--- src/rtl/scanchain_host.sv ---
// scanchain_host
// Host-side driver for a serial scan chain. One transaction captures the
// chain's module outputs, shifts SCAN_LENGTH bits out (MSB first) while
// shifting the returned bits in, then pulses latch_enable so the chain
// presents the newly shifted word on its module inputs.
//
// Ports
//   clk, reset       : single clock, synchronous active-high reset
//   i_start          : request a transaction (honoured only while idle)
//   i_wdata          : word shifted into the chain, registered at accept
//   o_rdata          : word captured from the chain, updated only in DONE
//   o_busy, o_done   : transaction in progress / one-cycle completion pulse
//   o_scan_clk, o_scan_data, o_scan_select, o_latch_enable : chain drive
//   i_scan_data      : chain serial return
//   o_state          : debug view of the FSM state
//
// Handshake: i_start is sampled only when o_busy=0; the accept edge loads
// i_wdata. o_busy stays high from the cycle after accept through DONE, and
// o_done pulses for exactly one cycle with o_rdata already valid. Requests
// made while busy are dropped, never queued.
module scanchain_host #(
  parameter int SCAN_LENGTH = 96,
  parameter int CLK_DIV     = 2
) (
  input  logic                   clk,
  input  logic                   reset,
  input  logic                   i_start,
  input  logic [SCAN_LENGTH-1:0] i_wdata,
  output logic [SCAN_LENGTH-1:0] o_rdata,
  output logic                   o_busy,
  output logic                   o_done,
  output logic                   o_scan_clk,
  output logic                   o_scan_data,
  output logic                   o_scan_select,
  output logic                   o_latch_enable,
  input  logic                   i_scan_data,
  output logic [2:0]             o_state
);

  localparam int PW = $clog2(2 * CLK_DIV);
  localparam int BW = $clog2(SCAN_LENGTH);

  // Phase counter walks 0..2*CLK_DIV-1 inside one scan bit period:
  // the first CLK_DIV values are the low phase, the rest the high phase.
  localparam logic [PW-1:0] PH_LAST     = PW'(2 * CLK_DIV - 1);
  localparam logic [PW-1:0] PH_HIGH     = PW'(CLK_DIV);
  localparam logic [PW-1:0] PH_LOW_LAST = PW'(CLK_DIV - 1);
  localparam logic [BW-1:0] BIT_LAST    = BW'(SCAN_LENGTH - 1);

  typedef enum logic [2:0] {
    IDLE    = 3'd0,
    CAPTURE = 3'd1,
    SHIFT   = 3'd2,
    LATCH   = 3'd3,
    DONE    = 3'd4
  } state_t;

  state_t                 state, state_nxt;
  logic [PW-1:0]          phase, phase_nxt;
  logic [BW-1:0]          bit_cnt, bit_nxt;
  logic [SCAN_LENGTH-1:0] wshift, wshift_nxt;
  logic [SCAN_LENGTH-1:0] staging;

  assign o_state = state;

  always_comb begin
    state_nxt  = state;
    phase_nxt  = phase;
    bit_nxt    = bit_cnt;
    wshift_nxt = wshift;
    case (state)
      IDLE: begin
        phase_nxt = '0;
        bit_nxt   = '0;
        if (i_start) begin
          state_nxt  = CAPTURE;
          wshift_nxt = i_wdata;
        end
      end
      CAPTURE: begin
        if (phase == PH_LAST) begin
          phase_nxt = '0;
          state_nxt = SHIFT;
        end else begin
          phase_nxt = phase + 1'b1;
        end
      end
      SHIFT: begin
        if (phase == PH_LAST) begin
          phase_nxt = '0;
          // Next bit moves into the MSB, which feeds o_scan_data.
          wshift_nxt = {wshift[SCAN_LENGTH-2:0], 1'b0};
          if (bit_cnt == BIT_LAST) begin
            bit_nxt   = '0;
            state_nxt = LATCH;
          end else begin
            bit_nxt = bit_cnt + 1'b1;
          end
        end else begin
          phase_nxt = phase + 1'b1;
        end
      end
      LATCH: begin
        if (phase == PH_LOW_LAST) begin
          phase_nxt = '0;
          state_nxt = DONE;
        end else begin
          phase_nxt = phase + 1'b1;
        end
      end
      DONE:    state_nxt = IDLE;
      default: state_nxt = IDLE;
    endcase
  end

  // Outputs are registered from the next-state values so that every
  // chain-facing pin comes straight off a flop yet lines up with the state
  // register in the same cycle.
  always_ff @(posedge clk) begin
    if (reset) begin
      state          <= IDLE;
      phase          <= '0;
      bit_cnt        <= '0;
      wshift         <= '0;
      staging        <= '0;
      o_rdata        <= '0;
      o_busy         <= 1'b0;
      o_done         <= 1'b0;
      o_scan_clk     <= 1'b0;
      o_scan_data    <= 1'b0;
      o_scan_select  <= 1'b0;
      o_latch_enable <= 1'b0;
    end else begin
      state   <= state_nxt;
      phase   <= phase_nxt;
      bit_cnt <= bit_nxt;
      wshift  <= wshift_nxt;
      // Sample at the end of the low phase, just before the chain shifts.
      // Shifting in at the LSB leaves the first received bit in the MSB.
      if (state == SHIFT && phase == PH_LOW_LAST)
        staging <= {staging[SCAN_LENGTH-2:0], i_scan_data};
      if (state_nxt == DONE)
        o_rdata <= staging;
      o_busy         <= (state_nxt != IDLE);
      o_done         <= (state_nxt == DONE);
      o_scan_clk     <= ((state_nxt == CAPTURE) || (state_nxt == SHIFT)) &&
                        (phase_nxt >= PH_HIGH);
      o_scan_data    <= (state_nxt == SHIFT) && wshift_nxt[SCAN_LENGTH-1];
      o_scan_select  <= (state_nxt == CAPTURE);
      o_latch_enable <= (state_nxt == LATCH);
    end
  end

endmodule

--- config.mk ---
export PLATFORM = sky130hd
export DESIGN_NAME = scanchain_host
export DESIGN_NICKNAME = d
export VERILOG_FILES = /design/src/rtl/scanchain_host.sv
export SDC_FILE = /design/constraint.sdc
export NUM_CORES = 1
export LEC_CHECK = 0
export BUFFER_PORTS_ARGS = -buffer_cell sky130_fd_sc_hd__buf_2
export CORE_MARGIN = 1.5
export CORE_UTILIZATION = 38
export CTS_CLUSTER_SIZE = 16
export DETAILED_ROUTE_END_ITERATION = 8
export GPL_TIMING_DRIVEN = 0
export PLACE_DENSITY_LB_ADDON = 0.05
export SKIP_LAST_GASP = 1
export SLEW_MARGIN = 30
export SYNTH_ARGS = -nofsm -noshare
export SYNTH_HDL_FRONTEND = slang
export SYNTH_SLANG_ARGS = --single-unit
--- constraint.sdc ---
create_clock -name clk -period 2.55 [get_ports clk]
set_clock_uncertainty 0.15 [all_clocks]
set_input_delay 0.255 -clock clk [delete_from_list [all_inputs] [get_ports clk]]
set_output_delay 0.255 -clock clk [all_outputs]
set_load 0.01 [all_outputs]
==> impl_metrics.ini, run 1 <==
[placement]
portBuffers = 203
place.gp.congestion = 0.765
place_hpwl_um = 20200
dpl_cell_area_mm2 = 0.0126

[status]
status = finished, final reports clean

[critical_path]
slowest_stage = nor3_2
crit_start = phase[0]
max_stage_delay_ns = 0.46
critical_path.reg2reg.startpoint = phase[0]
cp.arrival_ns = 2.63
start_kind = register
path_class = reg -> reg
cp_max_fo = 10
cp.required_ns = 2.83
critPathCaptureType = register
worstPathCellList = ha_1 -> nand2_1 -> nor3_2 -> buf_2 -> buf_2 -> nand2_1 -> a21oi_1

[layout]
fill_cells = 2794
post-route-util = 0.510
mostFrequentLayoutCell = nand2_1
seq_area_mm2 = 0.00613
stdcell_area_mm2 = 0.0147
multi_input_area_mm2 = 0.00449
layout-drive-gt1-share = 0.170
nNetsFinal = 1803
diodes = 0
area_growth_pct = 32.0
layout_common_cells = 484 x nand2_1, 306 x dfxtp_1, 293 x a21oi_1

[cts]
clkSinkCount = 306
cts_buffers = 34
root_buffer = clkbuf_16
h-tree-depth = 2
clk_path_buf_depth = 3
path_clk_slew_ns = 0.06
clock_latency_ns = 0.50
cts_tree = done

[global_route]
antenna_found_initial = 0
grt_max_degree = 13
first_global_vias = 9496
grt_usage = 0.195
grt_pass1_wl_um = 48900
grt_overflow = 0

[timing]
rsz0062_at_grt = no
post-route-period-util = 0.925
finalCriticalPeriod_ns = 2.36
slew_headroom = 0.404
fmax_ghz = 0.424
finalHoldViolCount = 0
setup_viol = 0
fin_setup_tns_ns = 0
slew_violations = 0
tightestPinTransition_ns = 0.894
whs_ns = 0.0526

[synth]
netlist_instances = 1363
yosysSeqAreaShare = 0.551
async_flop_share = 0
synth-adder-area-share = 0.00450
synth_top_family_by_area = compound AO/OA/AOI/OAI gates
yosysWarnings = 0
synth_edf_count = 0
netlist_area_mm2 = 0.0111
avgSynthCellArea_um2 = 8.16
ys_ff_latch = 306
synth-simple-area-share = 0.189
synth_compound_area_frac = 0.206
synth_xor_xnor_area_share = 0.000788
ys_types = 43
synthMuxAreaShare = 0.00270
synth_nets = 1467
synth_top_flop_cell = dfxtp_1

[floorplanning]
initial_utilization = 0.386
die_area_mm2 = 0.0303
core-area_mm2 = 0.0288
dieWidth_um = 174
die_h_um = 174
io_pins = 205
rows = 62

[pwr]
p_leak_uw = 0.00556
power_density_mw_per_mm2 = 696
ir_drop_uv = 408

[min_path]
worstHoldStart = i_start
hp-class = in -> reg

[drt]
drtIter0Drc = 498
vias = 10200
ant_nets = 0
drcViolationCount = 0
dr.pass1.iters = 5
routed_wire_length_per_instance_um = 14.4
wl_um = 30300
routed_via_density = 4.85

[flow_run]
cap_viol_max_count = 0
registers in the layout, indices dropped and copies added (netlist names):
signal	flops
wshift	96
o_done	1
o_scan_clk	1
bit_cnt	7
o_latch_enable	1
phase	2
o_rdata	96
o_scan_data	1
o_busy	1
o_scan_select	1
o_state	3
staging	96
cells in the mapped netlist (all sizes together), types with 2 or more instances:
library cell / count / area share
a22oi: 96 / 0.065
buf: 42 / 0.020
nand3: 2 / 0.00090
a31oi: 2 / 0.0011
a21oi: 293 / 0.13
inv: 6 / 0.0020
nor3b: 2 / 0.0018
mux2i: 3 / 0.0027
nand4: 2 / 0.0011
nor2: 12 / 0.0043
nand2b: 2 / 0.0011
dfxtp: 306 / 0.55
nand2: 484 / 0.16
o21ai: 6 / 0.0027
a211oi: 2 / 0.0014
ha: 4 / 0.0045
nor4b: 2 / 0.0029
nand3b: 2 / 0.0014
and2: 3 / 0.0017
nor3: 8 / 0.0041
o21a: 2 / 0.0014
clkbuf: 69 / 0.024
through the flow:
stage | cells | total power, uW | setup slack [ns]
3_5_place_dp | 1950 | 5470 | 0.0126
5_1_grt | 2104 | 10600 | 0.00252
3_3_place_gp | 1950 | 5470 | 0.0608
6_report | 2104 | 10200 | 0.192
2_1_floorplan | 1363 | 5290 | 0.732
4_1_cts | 2105 | 10400 | 0.134
where the power goes:
group	internal, uW	total, uW	switching, uW
sequential	4880	4920	45.6
combinational	268	567	299
clock	2830	4720	1890
total	7980	10200	2240
critical path, delay by kind of cell (launching register included):
| family | cells | cell delay [ns] |
|---|---|---|
| AOI/OAI and AO/OA | 1 | 0.14 |
| adders and majority gates | 1 | 0.30 |
| buffers and inverters | 2 | 0.63 |
| DFF | 1 | 0.39 |
| and+or+nand+nor | 3 | 0.69 |
final timing paths:
check                                endpoint  slack [ns]  cells past startpoint
worst max-delay path              staging[88]        0.19                      7
worst min-delay path            o_scan_select        0.05                      4
worst min register to register    o_rdata[85]        0.30                      2
worst max register to register    staging[88]        0.19                      7
cells by family after synthesis:
family / Yosys count
flip-flops: 306
XOR/XNOR: 1
buffers and inverters: 117
multiplexers: 3
AND/OR/NAND/NOR: 527
adder cells (fa/ha/maj): 4
AO/OA/AOI/OAI: 405
metal layers:
layer,GRT usage,part of all wire,up-vias
li1,-,-,5259
met1,0.262,0.48,4730
met2,0.319,0.46,196
met3,0.0429,0.052,29
met4,0.0463,0.014,0
met5,0,0,-
area by class of cell:
| cell class | instances | area share |
|---|---|---|
| flip-flops and latches | 306 | 0.417 |
| multi-input cells | 940 | 0.306 |
| well taps | 384 | 0.0327 |
| clock buffers | 53 | 0.0720 |
| repair buffers | 301 | 0.136 |
| clock inverters | 4 | 0.00136 |
| plain buffers | 110 | 0.0330 |
| inverters | 6 | 0.00153 |
what timing repair did:
| item | CTS | global route |
|---|---|---|
| hold endpoints to repair | 98 | 0 |
| pin swaps | 0 | 1 |
| hold buffers | 98 | 0 |
| buffers inserted | 0 | 0 |
| setup endpoints to repair | 1 | 6 |
| resized for setup | 1 | 0 |
(Power assumes the default switching activity.)
==> inputs of run 2 (changes only) <==
--- a/config.mk
+++ b/config.mk
@@ -6,11 +6,12 @@
 export NUM_CORES = 1
 export LEC_CHECK = 0
 export BUFFER_PORTS_ARGS = -buffer_cell sky130_fd_sc_hd__buf_2
-export CORE_MARGIN = 1.5
-export CORE_UTILIZATION = 38
+export CORE_MARGIN = 4
+export CORE_UTILIZATION = 55
 export CTS_CLUSTER_SIZE = 16
 export DETAILED_ROUTE_END_ITERATION = 8
 export GPL_TIMING_DRIVEN = 0
+export HOLD_SLACK_MARGIN = 0.12
 export PLACE_DENSITY_LB_ADDON = 0.05
 export SKIP_LAST_GASP = 1
 export SLEW_MARGIN = 30
==> impl_metrics.ini, run 2 (same netlist as run 1, synthesis figures left out) <==
[placement]
portBuffers = 203
place_hpwl_um = 19000
place.gp.congestion = 0.793
post-place-cells = 1831
dpl_cell_area_mm2 = 0.0125

[drt]
ant_nets = 0
drcViolationCount = 0
dr.pass1.iters = 6
routed_via_density = 5.34
drtIter0Drc = 703
vias = 10600
routed_wire_length_per_instance_um = 15.4
wl_um = 30600

[critical_path]
path_class = reg -> reg
cp.required_ns = 2.83
max_stage_delay_ns = 0.57
slowest_stage = or4bb_1
cp_max_fo = 8
cp.arrival_ns = 2.65
critPathCaptureType = register
worstPathCellList = ha_1 -> or4bb_1 -> o21ai_0 -> nor3_1 -> dlygate4sd3_1
start_kind = register

[pwr]
power_density_mw_per_mm2 = 698
ir_drop_uv = 597
power.share.sequential = 0.486
sw_frac_of_total = 0.218
p_leak_uw = 0.00556
power.internal_uw = 7930
p_comb_frac = 0.057
p_total_uw = 10100
pwr-share-clk = 0.457
p_switching_uw = 2210

[floorplanning]
rows = 51
die_area_mm2 = 0.0226
core-area_mm2 = 0.0197
dieWidth_um = 150
io_pins = 205
initial_utilization = 0.566
die_h_um = 150

[global_route]
grt_overflow = 0
first_global_vias = 10100
grt_pass1_wl_um = 48800
grt_max_degree = 15
grt_usage = 0.258
antenna_found_initial = 0

[timing]
slew_violations = 0
setup_viol = 0
tightestPinTransition_ns = 0.745
fin_setup_tns_ns = 0
slew_headroom = 0.503
finalHoldViolCount = 0
fmax_ghz = 0.422
rsz0062_at_grt = yes
post-route-period-util = 0.930
finalCriticalPeriod_ns = 2.37

[cts]
path_clk_slew_ns = 0.06
cts_buffers = 31
clock_latency_ns = 0.54
cts_tree = done
postCtsSetupRepairBufs = 0
h-tree-depth = 1
root_buffer = clkbuf_16
clkSinkCount = 306
clk_path_buf_depth = 3

[layout]
layout_common_cells = 484 x nand2_1, 306 x dfxtp_1, 293 x a21oi_1
nNetsFinal = 1803
fin_cells = 1988
fill_cells = 1500
stdcell_area_mm2 = 0.0145
reg_top3 = o_rdata (96), staging (96), wshift (96)
area_growth_pct = 30.8
layout-drive-gt1-share = 0.174
diodes = 0
mostFrequentLayoutCell = nand2_1

[flow_run]
cap_viol_max_count = 0

[min_path]
hp-class = reg -> reg

[status]
status = finished, final reports clean
run 2: changes by cell type in the layout (fill, tap and decap cells not counted):
cell / change
clkbuf_16: -6
clkinv_2: +6
clkbuf_1: -5
bufinv_16: +4
clkinvlp_4: +3
clkbuf_8: -2
dlygate4sd3_1: +2
clkinv_8: +1
run 2: timing repair:
action | in CTS | in global routing
endpoints found under the hold margin | 101 | 0
resized for setup | 0 | 1
hold buffers | 100 | 0
endpoints found under the setup margin | 0 | 40
run 2: cell type report:
type	count	area [um2]	share of cell area
buffer	111	488	0.0336
clock buffer	39	856	0.0589
clock inverter	18	209	0.0144
inverter	6	22.5	0.00155
multi-input combinational	940	4490	0.309
sequential	306	6130	0.421
tap	265	332	0.0228
timing repair buffer	303	2020	0.139
run 2: per-stage QoR:
stage	util	setup slack, ns	hold slack (ns)
6_report	0.740	0.178	0.299
5_1_grt	0.740	-0.00701	0.312
4_1_cts	0.739	0.155	0.301
3_5_place_dp	0.634	0.174	0.293
3_3_place_gp	0.634	0.235	0.290
2_1_floorplan	-	0.732	0.241
run 2: path summary, 6_finish.rpt:
| check | from | end | slack [ns] | depth (start not counted) |
|---|---|---|---|---|
| max reg2reg | phase[0] | wshift[95] | 0.18 | 5 |
| min | o_rdata[48] | o_rdata[48] | 0.30 | 2 |
| min reg2reg | o_rdata[48] | o_rdata[48] | 0.30 | 2 |
| max | phase[0] | wshift[95] | 0.18 | 5 |
run 2: per-layer routing:
| metal | track usage | routed length [um] | share of wire |
|---|---|---|---|
| met2 | 0.442 | 14500 | 0.48 |
| met5 | 0 | 0 | 0 |
| met4 | 0.0828 | 907 | 0.030 |
| met3 | 0.0461 | 2250 | 0.074 |
| met1 | 0.333 | 12900 | 0.42 |
run 2: worst max-delay path, delay by kind of cell (launching register included):
family	cells	cell delay (ns)
AO/OA/AOI/OAI	1	0.20
adder cells (fa/ha/maj)	1	0.32
buffers and inverters	1	0.55
flip-flops	1	0.39
AND/OR/NAND/NOR	2	0.65
run 2: power by group through the flow:
stage / clock (uW) / sequential (uW) / combinational (uW)
after floorplan: 0 / 5020 / 267
final: 4630 / 4930 / 582
after CTS: 4710 / 4920 / 558
after detailed placement: 0 / 5030 / 434
after global placement: 0 / 5020 / 427
after global routing: 4930 / 4930 / 633
==> inputs of run 3 (changes only) <==
--- a/config.mk
+++ b/config.mk
@@ -10,6 +10,7 @@
 export CORE_UTILIZATION = 55
 export CTS_CLUSTER_SIZE = 16
 export DETAILED_ROUTE_END_ITERATION = 8
+export GPL_ROUTABILITY_DRIVEN = 0
 export GPL_TIMING_DRIVEN = 0
 export HOLD_SLACK_MARGIN = 0.12
 export PLACE_DENSITY_LB_ADDON = 0.05
==> constraint.sdc (replaced) <==
create_clock -name clk -period 2.2 [get_ports clk]
set_clock_uncertainty 0.15 [all_clocks]
set_input_delay 0.22 -clock clk [delete_from_list [all_inputs] [get_ports clk]]
set_output_delay 0.22 -clock clk [all_outputs]
set_load 0.01 [all_outputs]
==> impl_metrics.ini, run 3 (same netlist as run 1, synthesis figures left out) <==
[status]
status = finished, final reports clean

[drt]
vias = 10500
dr.pass1.iters = 5
wl_um = 30600
ant_nets = 0
routed_wire_length_per_instance_um = 15.4
drcViolationCount = 0
routed_via_density = 5.30
drtIter0Drc = 621

[pwr]
pwr-share-clk = 0.457
power_density_mw_per_mm2 = 806
p_comb_frac = 0.058
p_leak_uw = 0.00561
power.share.sequential = 0.485
sw_frac_of_total = 0.219
p_switching_uw = 2570
p_total_uw = 11800
ir_drop_uv = 691
power.internal_uw = 9190

[critical_path]
cp.arrival_ns = 2.40
critical_path.reg2reg.startpoint = phase[0]
path_class = reg -> reg
r2r_slack_ns = 0.11
cp.required_ns = 2.51
start_kind = register
critPathCaptureType = register
r2r-end = wshift[82]
r2r_cells = 7
cp_max_fo = 10

[timing]
slew_headroom = 0.500
whs_ns = 0.299
fmax_ghz = 0.479
rsz0062_at_grt = yes
tightestPinTransition_ns = 0.751
finalHoldViolCount = 0
post-route-period-util = 0.948
slew_violations = 0
fin_setup_tns_ns = 0
finalCriticalPeriod_ns = 2.09
setup_viol = 0

[placement]
portBuffers = 203
place_hpwl_um = 19000

[min_path]
min_to = o_rdata[48]
hold_path_depth = 2
worstHoldStart = o_rdata[48]
hp-class = reg -> reg

[cts]
clkSinkCount = 306
cts_buffers = 31
path_clk_slew_ns = 0.06
cts_tree = done
h-tree-depth = 1
root_buffer = clkbuf_16
clk_path_buf_depth = 3
clock_latency_ns = 0.54

[layout]
layout_common_cells = 484 x nand2_1, 306 x dfxtp_1, 293 x a21oi_1
diodes = 0
reg_top3 = o_rdata (96), staging (96), wshift (96)
nNetsFinal = 1804
area_growth_pct = 31.4
seq_area_mm2 = 0.00613
layout-drive-gt1-share = 0.185
multi_input_area_mm2 = 0.00450
mostFrequentLayoutCell = nand2_1
fill_cells = 1492

[floorplanning]
io_pins = 205
core-area_mm2 = 0.0197
die_area_mm2 = 0.0226
dieWidth_um = 150
initial_utilization = 0.566
die_h_um = 150
rows = 51

[global_route]
grt_max_degree = 20
grt_overflow = 0
grt_usage = 0.259
first_global_vias = 10200
grt_pass1_wl_um = 48800
antenna_found_initial = 0

[flow_run]
cap_viol_max_count = 0
run 3: cell count changes in the layout (fill, tap and decap cells not counted), moves of 6 or more:
cell / change
buf_2: -6
buf_4: +7
clkbuf_1: -13
clkbuf_2: +10
clkbuf_4: +6
run 3: cell type report:
cell class                 count  share of cell area
sequential                   306               0.419
multi-input combinational    940               0.308
timing repair buffer         307               0.140
clock buffer                  39              0.0586
buffer                       108              0.0350
tap                          265              0.0227
clock inverter                18              0.0143
inverter                       6             0.00154
run 3: worst max-delay path, stage by stage, from the launching register on:
cell and delay (ns):
dfxtp_1 0.40, ha_2 0.28, and4bb_2 0.29, buf_4 0.21, buf_4 0.20, buf_4 0.19, a22oi_1 0.12, a21oi_1 0.16
run 3: worst max path at each step:
stage                     slack, ns      from          end  cells past startpoint
final                          0.11  phase[0]   wshift[82]                      7
after global routing          -0.03  phase[0]  o_rdata[55]                      7
after CTS                      0.05  phase[0]  o_rdata[53]                      7
after detailed placement      -0.18  phase[0]  o_rdata[13]                      7
after global placement        -0.11  phase[1]   o_rdata[1]                      8
after floorplan                0.38  phase[0]   wshift[76]                      7
run 3: timing repair:
item | 4_1_cts | 5_1_grt
gates resized for setup | 9 | 24
setup endpoints to repair | 137 | 235
hold buffers | 99 | 0
endpoints found under the hold margin | 102 | 0
cloned | 0 | 0
setup buffers | 4 | 1
pin swaps | 2 | 1
run 3: per-stage QoR:
stage | instances | util | instance area (um2) | setup WS, ns
2_1_floorplan | 1363 | - | 11100 | 0.382
3_3_place_gp | 1831 | 0.634 | 12500 | -0.115
3_5_place_dp | 1831 | 0.634 | 12500 | -0.176
4_1_cts | 1990 | 0.741 | 14600 | 0.0518
5_1_grt | 1989 | 0.743 | 14600 | -0.0271
6_report | 1989 | 0.743 | 14600 | 0.114
run 3: routing by layer:
| layer | part of all wire | global-route usage | wire length (um) |
|---|---|---|---|
| met2 | 0.48 | 0.441 | 14600 |
| met5 | 0 | 0 | 0 |
| met1 | 0.42 | 0.334 | 12900 |
| met4 | 0.029 | 0.0837 | 891 |
| met3 | 0.072 | 0.0467 | 2200 |
run 3: power by group through the flow:
stage / logic (uW) / clock network (uW) / registers, uW
after CTS: 646 / 5460 / 5700
after floorplan: 309 / 0 / 5820
after detailed placement: 503 / 0 / 5830
after global placement: 495 / 0 / 5820
after global routing: 736 / 5720 / 5720
final: 677 / 5380 / 5710
